--- src/rtl/muldiv_unit.sv ---
// Iterative multiply/divide unit with HI/LO result registers.
// Shift-add multiply and restoring divide run on operand magnitudes; signs are fixed up when the result commits.
module muldiv_unit #(
  parameter int WIDTH    = 32,
  parameter int FAST_MUL = 0
) (
  input  logic             clk,
  input  logic             reset,
  input  logic             start,
  input  logic [2:0]       op,
  input  logic [WIDTH-1:0] src_a,
  input  logic [WIDTH-1:0] src_b,
  input  logic             flush,
  output logic             busy,
  output logic             done,
  output logic [WIDTH-1:0] hi,
  output logic [WIDTH-1:0] lo
);

  localparam int CW = $clog2(WIDTH) + 1;

  localparam logic [2:0] OP_MULT  = 3'd1;
  localparam logic [2:0] OP_MULTU = 3'd2;
  localparam logic [2:0] OP_DIV   = 3'd3;
  localparam logic [2:0] OP_DIVU  = 3'd4;
  localparam logic [2:0] OP_MTHI  = 3'd5;
  localparam logic [2:0] OP_MTLO  = 3'd6;

  typedef enum logic [1:0] {
    IDLE = 2'd0,
    MUL  = 2'd1,
    DIV  = 2'd2,
    FIN  = 2'd3
  } state_t;

  state_t             state;
  state_t             next_state;
  logic [CW-1:0]      count;
  logic [2*WIDTH-1:0] work;
  logic [WIDTH-1:0]   operand;
  logic               neg_q;
  logic               neg_r;
  logic               is_div;

  logic               accept;
  logic               is_mul_op;
  logic               is_div_op;
  logic               sign_a;
  logic               sign_b;
  logic [WIDTH-1:0]   mag_a;
  logic [WIDTH-1:0]   mag_b;
  logic [2*WIDTH-1:0] fast_prod;
  logic [WIDTH:0]     mul_sum;
  logic [2*WIDTH-1:0] mul_next;
  logic [WIDTH:0]     div_shift;
  logic [WIDTH:0]     div_trial;
  logic [2*WIDTH-1:0] div_next;
  logic               last_iter;

  // Operand decode, magnitudes and single-iteration datapath steps
  always_comb begin
    accept    = (state == IDLE) && start && !flush;
    is_mul_op = (op == OP_MULT) || (op == OP_MULTU);
    is_div_op = (op == OP_DIV) || (op == OP_DIVU);
    sign_a    = ((op == OP_MULT) || (op == OP_DIV)) && src_a[WIDTH-1];
    sign_b    = ((op == OP_MULT) || (op == OP_DIV)) && src_b[WIDTH-1];
    mag_a     = sign_a ? -src_a : src_a;
    mag_b     = sign_b ? -src_b : src_b;
    fast_prod = {{WIDTH{1'b0}}, mag_a} * {{WIDTH{1'b0}}, mag_b};
    if (sign_a ^ sign_b) begin
      fast_prod = -fast_prod;
    end else begin
      fast_prod = fast_prod;
    end
    // Multiply: add multiplicand into the upper half when the low bit is set, then shift right
    mul_sum   = {1'b0, work[2*WIDTH-1:WIDTH]} +
                (work[0] ? {1'b0, operand} : {(WIDTH+1){1'b0}});
    mul_next  = {mul_sum, work[WIDTH-1:1]};
    // Divide: upper half is the partial remainder, lower half shifts dividend out and quotient in
    div_shift = {work[2*WIDTH-1:WIDTH], work[WIDTH-1]};
    div_trial = div_shift - {1'b0, operand};
    if (!div_trial[WIDTH]) begin
      div_next = {div_trial[WIDTH-1:0], work[WIDTH-2:0], 1'b1};
    end else begin
      div_next = {div_shift[WIDTH-1:0], work[WIDTH-2:0], 1'b0};
    end
    last_iter = (count == CW'(WIDTH - 1));
  end

  // State register
  always_ff @(posedge clk) begin
    if (reset) begin
      state <= IDLE;
    end else begin
      state <= next_state;
    end
  end

  // Next-state logic
  always_comb begin
    next_state = state;
    case (state)
      IDLE: begin
        if (accept && is_mul_op && (FAST_MUL == 0)) begin
          next_state = MUL;
        end else if (accept && is_div_op) begin
          next_state = DIV;
        end else begin
          next_state = IDLE;
        end
      end
      MUL, DIV: begin
        if (flush) begin
          next_state = IDLE;
        end else if (last_iter) begin
          next_state = FIN;
        end else begin
          next_state = state;
        end
      end
      FIN:     next_state = IDLE;
      default: next_state = IDLE;
    endcase
  end

  // Working registers, iteration counter and HI/LO result registers
  always_ff @(posedge clk) begin
    if (reset) begin
      busy    <= 1'b0;
      done    <= 1'b0;
      hi      <= {WIDTH{1'b0}};
      lo      <= {WIDTH{1'b0}};
      count   <= {CW{1'b0}};
      work    <= {(2*WIDTH){1'b0}};
      operand <= {WIDTH{1'b0}};
      neg_q   <= 1'b0;
      neg_r   <= 1'b0;
      is_div  <= 1'b0;
    end else begin
      done <= 1'b0;
      case (state)
        IDLE: begin
          if (accept) begin
            case (op)
              OP_MULT, OP_MULTU: begin
                if (FAST_MUL != 0) begin
                  {hi, lo} <= fast_prod;
                  done     <= 1'b1;
                end else begin
                  work    <= {{WIDTH{1'b0}}, mag_b};
                  operand <= mag_a;
                  neg_q   <= sign_a ^ sign_b;
                  neg_r   <= 1'b0;
                  is_div  <= 1'b0;
                  count   <= {CW{1'b0}};
                  busy    <= 1'b1;
                end
              end
              OP_DIV, OP_DIVU: begin
                // A zero divisor leaves an all-ones quotient; skipping its sign fix keeps lo all ones
                work    <= {{WIDTH{1'b0}}, mag_a};
                operand <= mag_b;
                neg_q   <= (sign_a ^ sign_b) && (src_b != {WIDTH{1'b0}});
                neg_r   <= sign_a;
                is_div  <= 1'b1;
                count   <= {CW{1'b0}};
                busy    <= 1'b1;
              end
              OP_MTHI: begin
                hi   <= src_a;
                done <= 1'b1;
              end
              OP_MTLO: begin
                lo   <= src_a;
                done <= 1'b1;
              end
              default: ;
            endcase
          end
        end
        MUL: begin
          if (flush) begin
            busy <= 1'b0;
          end else begin
            work  <= mul_next;
            count <= count + {{(CW-1){1'b0}}, 1'b1};
          end
        end
        DIV: begin
          if (flush) begin
            busy <= 1'b0;
          end else begin
            work  <= div_next;
            count <= count + {{(CW-1){1'b0}}, 1'b1};
          end
        end
        FIN: begin
          busy <= 1'b0;
          done <= 1'b1;
          if (is_div) begin
            lo <= neg_q ? -work[WIDTH-1:0] : work[WIDTH-1:0];
            hi <= neg_r ? -work[2*WIDTH-1:WIDTH] : work[2*WIDTH-1:WIDTH];
          end else begin
            {hi, lo} <= neg_q ? -work : work;
          end
        end
        default: busy <= 1'b0;
      endcase
    end
  end

endmodule

--- config.mk ---
export PLATFORM = sky130hd
export DESIGN_NAME = muldiv_unit
export DESIGN_NICKNAME = d
export VERILOG_FILES = /design/src/rtl/muldiv_unit.sv
export SDC_FILE = /design/constraint.sdc
export NUM_CORES = 1
export LEC_CHECK = 0
export CAP_MARGIN = 20
export CORE_MARGIN = 2
export CORE_UTILIZATION = 50
export CTS_CLUSTER_SIZE = 30
export DETAILED_ROUTE_END_ITERATION = 10
export HOLD_SLACK_MARGIN = 0.03
export PLACE_DENSITY_LB_ADDON = 0.08
export SYNTH_ARGS = -nofsm -noshare
export SYNTH_HDL_FRONTEND = slang
export SYNTH_SLANG_ARGS = --single-unit
export TNS_END_PERCENT = 30
--- constraint.sdc ---
create_clock -name clk -period 8 [get_ports clk]
set_input_delay 1.2 -clock clk [delete_from_list [all_inputs] [get_ports clk]]
set_output_delay 1.2 -clock clk [all_outputs]
set_load 0.02 [all_outputs]
* Yosys cells after proc, flatten, opt, wreduce, memory -nomap -nowiden
Index checks and enable logic that the tools add are counted. W data, S select, Z words.
Cells by class: bitwise logic cells 1, mux-type cells 40, reduce and logical (&&, ||, !) cells 28, equality and inequality tests 20, $add $sub $neg 8
Operators with widths (number):
- $mux W32 | 11
- $mux W64 | 5
- $pmux W32 S2 | 3
- $pmux W64 S3 | 1
- $neg A32 Y32 | 4
- $pmux W64 S2 | 1
- $neg A64 Y64 | 1
- $add A32 B32 Y33 | 1
- $sub A33 B32 Y33 | 1
- $reduce_bool A32 Y1 | 1
- $mux W6 | 3
- $pmux W6 S2 | 1
- $reduce_and A3 Y1 | 4
- $ne A2 B2 Y1 const B | 5
- $eq A3 B3 Y1 const B | 3
- $mux W2 | 4
- $pmux W1 S2 | 4
- $reduce_or A2 Y1 | 4
- $logic_and A1 B1 Y1 | 7
- $add A6 B1 Y6 const B | 1
- $eq A3 B2 Y1 const B | 2
- $eq A6 B5 Y1 const B | 1
- $ne A2 B1 Y1 const B | 3
- $ne A3 B1 Y1 const B | 2
- 15 further kinds | 24
Storage, ports and cells: output and inout bits 66, word-level logic and storage cells 108, input bits 71, flip-flop bits (word level) 173

* Longest topological paths before layout
depth in word-level cells 7, gate-level depth with buffers 15, gate-level depth less buffers 14

* Least setup slack after synthesis
OpenSTA, ideal clock, no wires.
path type input to register, start in src_a[1], end reg work[20], library setup time 0.070 ns, data arrival time 3.476 ns, stages 11, path slack 4.453 ns, cell sequence inv_1 > ha_1 > or3b_2 > nor4_1 > nand3b_1 > o21ai_2 > nand2_1 > xor2_1 > nand2_1 > a311o_1 > a21oi_1
Between the ends: word-level cells in the longest chain between the ends 5
RTL lines:
- start: declaration | RTL line 11 | input logic [WIDTH-1:0] src_a,
- $neg A32 Y32 | RTL line 67 | mag_a = sign_a ? -src_a : src_a;
- $mux W32 | RTL line 67
- $pmux W64 S2 | RTL line 144 | case (op)
- $mux W64 | RTL line 143 | if (accept) begin
- $pmux W64 S3 | RTL line 141 | case (state)
- end signal: assignment | RTL line 134 | work <= {(2*WIDTH){1'b0}};
- end signal: assignment | RTL line 150 | work <= {{WIDTH{1'b0}}, mag_b};
- end signal: assignment | RTL line 161 | work <= {{WIDTH{1'b0}}, mag_a};
- end: declaration | RTL line 39 | logic [2*WIDTH-1:0] work;
No other way between the ends. The select of a mux whose other input is x is not followed. A chain may end at the register's enable or synchronous reset.

* Worst setup path in the final report
start in src_a[0], end reg work[20]
The elaborated chain is that of the path after synthesis.

==> results_dict.tcl <==
set metrics [dict create \
    antenna_found_initial 0 \
    startpoint "src_a[0]" \
    required_ps 8360 \
    clk_latency_ps 450 \
    worst_clock_skew_ps 15.6 \
    cp.arrival_ps 4890 \
    finalSetupViolations 0 \
    gp_congestion 0.975 \
    syn_inst 1925 \
    initial_core_util_pct 50.4 \
    cts_htree_levels 4 \
    synth-seq-cells 173 \
    powerDensity_nw_per_um2 220 \
    ys_warn_count 0 \
    crit_path_frequent_cell "nand2_1" \
    viasPerCell 6.40 \
    wl_per_cell_microns 22.4 \
    die_height_microns 173 \
    drive_gt1_share_pct 4.59 \
    worst_slack_ps 3480 \
    nNetsFinal 2116 \
    clkSinkCount 173 \
    cp-start-kind "primary input" \
    syn_to_final_growth_pct 14.9 \
    multi_input_area_sq_um 10200 \
    drtAntennaViolNets 0 \
    rrSetupSlack_ps 3490 \
    nFillCells 2737 \
    hold_viol 0 \
    syn_nets 2072 \
    syn_avg_cell_area_sq_um 7.45 \
    cts_max_path_buffers 2 \
    crit_chain "clkdlybuf4s50_1 -> inv_1 -> ha_1 -> or3b_2 -> nor4_1 -> nand3b_1 -> o21ai_2 -> nand2_1 -> xor2_1 -> nand2_1 -> a311o_1 -> a21oi_1" \
    grt_max_degree 89 \
    hold_buffers 0 \
    synth_area_sq_um 14300 \
    grt_overflow 0 \
    rows 62 \
    synth.area.top_cells "dfxtp_1, nor2_1, xor2_1" \
    synth_edf_count 0 \
    vias 15100 \
    leakagePower_uw 0.00639 \
    synth_ff_type "dfxtp_1" \
    final_common_cell "nor2_1" \
    drt_iter0_drc 2157 \
    core_area_sq_um 28500 \
    cts-root-buf "clkbuf_16" \
    clk_pin_slew_ps 70 \
    slew_violations 0 \
    drv_cap 0 \
    cts_tree "yes" \
    num_antenna_cells 0 \
    wirelength_mm 52.9 \
    post-dp-hpwl_mm 40.3 \
    period_minus_slack_ps 4520 \
    dp_slack_ps 3260 \
    fin_tns_setup_ps 0 \
    regArea_sq_um 3460 \
    grt_pass1_vias 13500 \
    regToRegStartpoint "work[0]" \
    cts_buffers 17 \
    hold_class "reg2reg" \
    cp_slowest_cell "nor4_1" \
    grt_pass1_wl_mm 80.0 \
    critical_path_class "in2reg" \
    ys_seq_area_share_pct 24.1 \
    ir_drop_mv 0.131 \
    dieArea_sq_um 30100 \
    final_cell_mix "nor2_1, a21oi_1, dfxtp_1, clkdlybuf4s50_1, nand2_1" \
    cp-end-kind "flop" \
    worst_slew_pin_slew_ps 1070 \
    io_buffers 136 \
    fmax_ghz 0.221 \
    synth_top_area_share_pct 24.1 \
    synth-async-reset-ratio_pct 0 \
    yosys.area.top_type "dfxtp_1" \
    ctsResizeCount 0 \
    drt_drc_violations_left 0 \
    grt_use_total_pct 34.0 \
    rsz0062_at_grt "no" \
    max_stage_delay_ps 700 \
    io_pins 137 \
    post-route-period-util_pct 56.5 \
    die_w_microns 173 \
    hp-start "operand[2]" \
    utilization_pct 57.9 \
    relSlewSlack_pct 28.4 \
    cp_max_fo 7 \
    firstDrtPassIters 7 \
    finalPower_uw 3630 \
    outcome "finished, final reports clean" \
    synthDistinctLibCells 87 \
    post_cts_buffers 0 \
    holdWs_ps 460 \
]
-- through the flow --
step	instances	area, sq um
floorplan	1925	14300
global placement	2333	15900
detailed placement	2333	15900
CTS	2364	16500
global route	2365	16500
finish	2365	16500
-- sequential cells by signal, summed over array words and instances, names as in the netlist --
signal and cells:
done 1, neg_q 1, state 2, work 64
hi 32, neg_r 1, count 6, operand 32
lo 32, is_div 1, busy 1
-- path summary, 6_finish.rpt --
path | to | cells after the start
setup / recovery | work[20] | 12
hold / removal | operand[2] | 2
setup reg to reg | work[62] | 14
hold reg to reg | operand[2] | 2
-- synth_stat cells (28+ instances only) --
master	instances
a211oi_1	78
a21o_1	28
a21oi_1	184
a222oi_1	28
a22oi_1	29
clkbuf_1	110
dfxtp_1	173
ha_1	74
inv_1	70
mux2i_1	48
nand2_1	125
nor2_1	292
nor3_1	33
o21ai_0	112
xnor2_1	71
xor2_1	106
-- power by group --
group / switching [uW] / leakage, uW / internal [uW]
sequential: 191 / 0.00140 / 958
clock: 427 / 0.000280 / 416
combinational: 1040 / 0.00471 / 594
-- logic make-up after synthesis --
group	share of synthesized area [%]
fa+ha+maj	6.73
mux	3.43
buf+inv	5.42
xor+xnor	10.8
compound gates	30.0
simple gates	19.4
flops	24.1
-- layout make-up --
class | count | share of cell area, %
Clock buffer | 17 | 2.58
Clock inverter | 14 | 0.881
Inverter | 71 | 1.62
Multi-Input combinational cell | 1550 | 61.8
Sequential cell | 173 | 21.0
Tap cell | 384 | 2.92
Timing Repair Buffer | 156 | 9.18
-- layer usage --
metal / wire, microns / up-vias / global-route usage [%]
met5: 0 / - / 0
met4: 1970 / 0 / 12.9
met3: 5910 / 113 / 7.54
met2: 22200 / 841 / 50.2
met1: 22800 / 7088 / 48.0
li1: - / 7085 / -
-- critical path: cells and delay by family --
family	cells	cell delay [ps]
compound gates	3	820
xor+xnor	1	320
fa+ha+maj	1	170
buf+inv	2	740
simple gates	5	1620
Note: power is estimated with default switching activity, not from simulation.
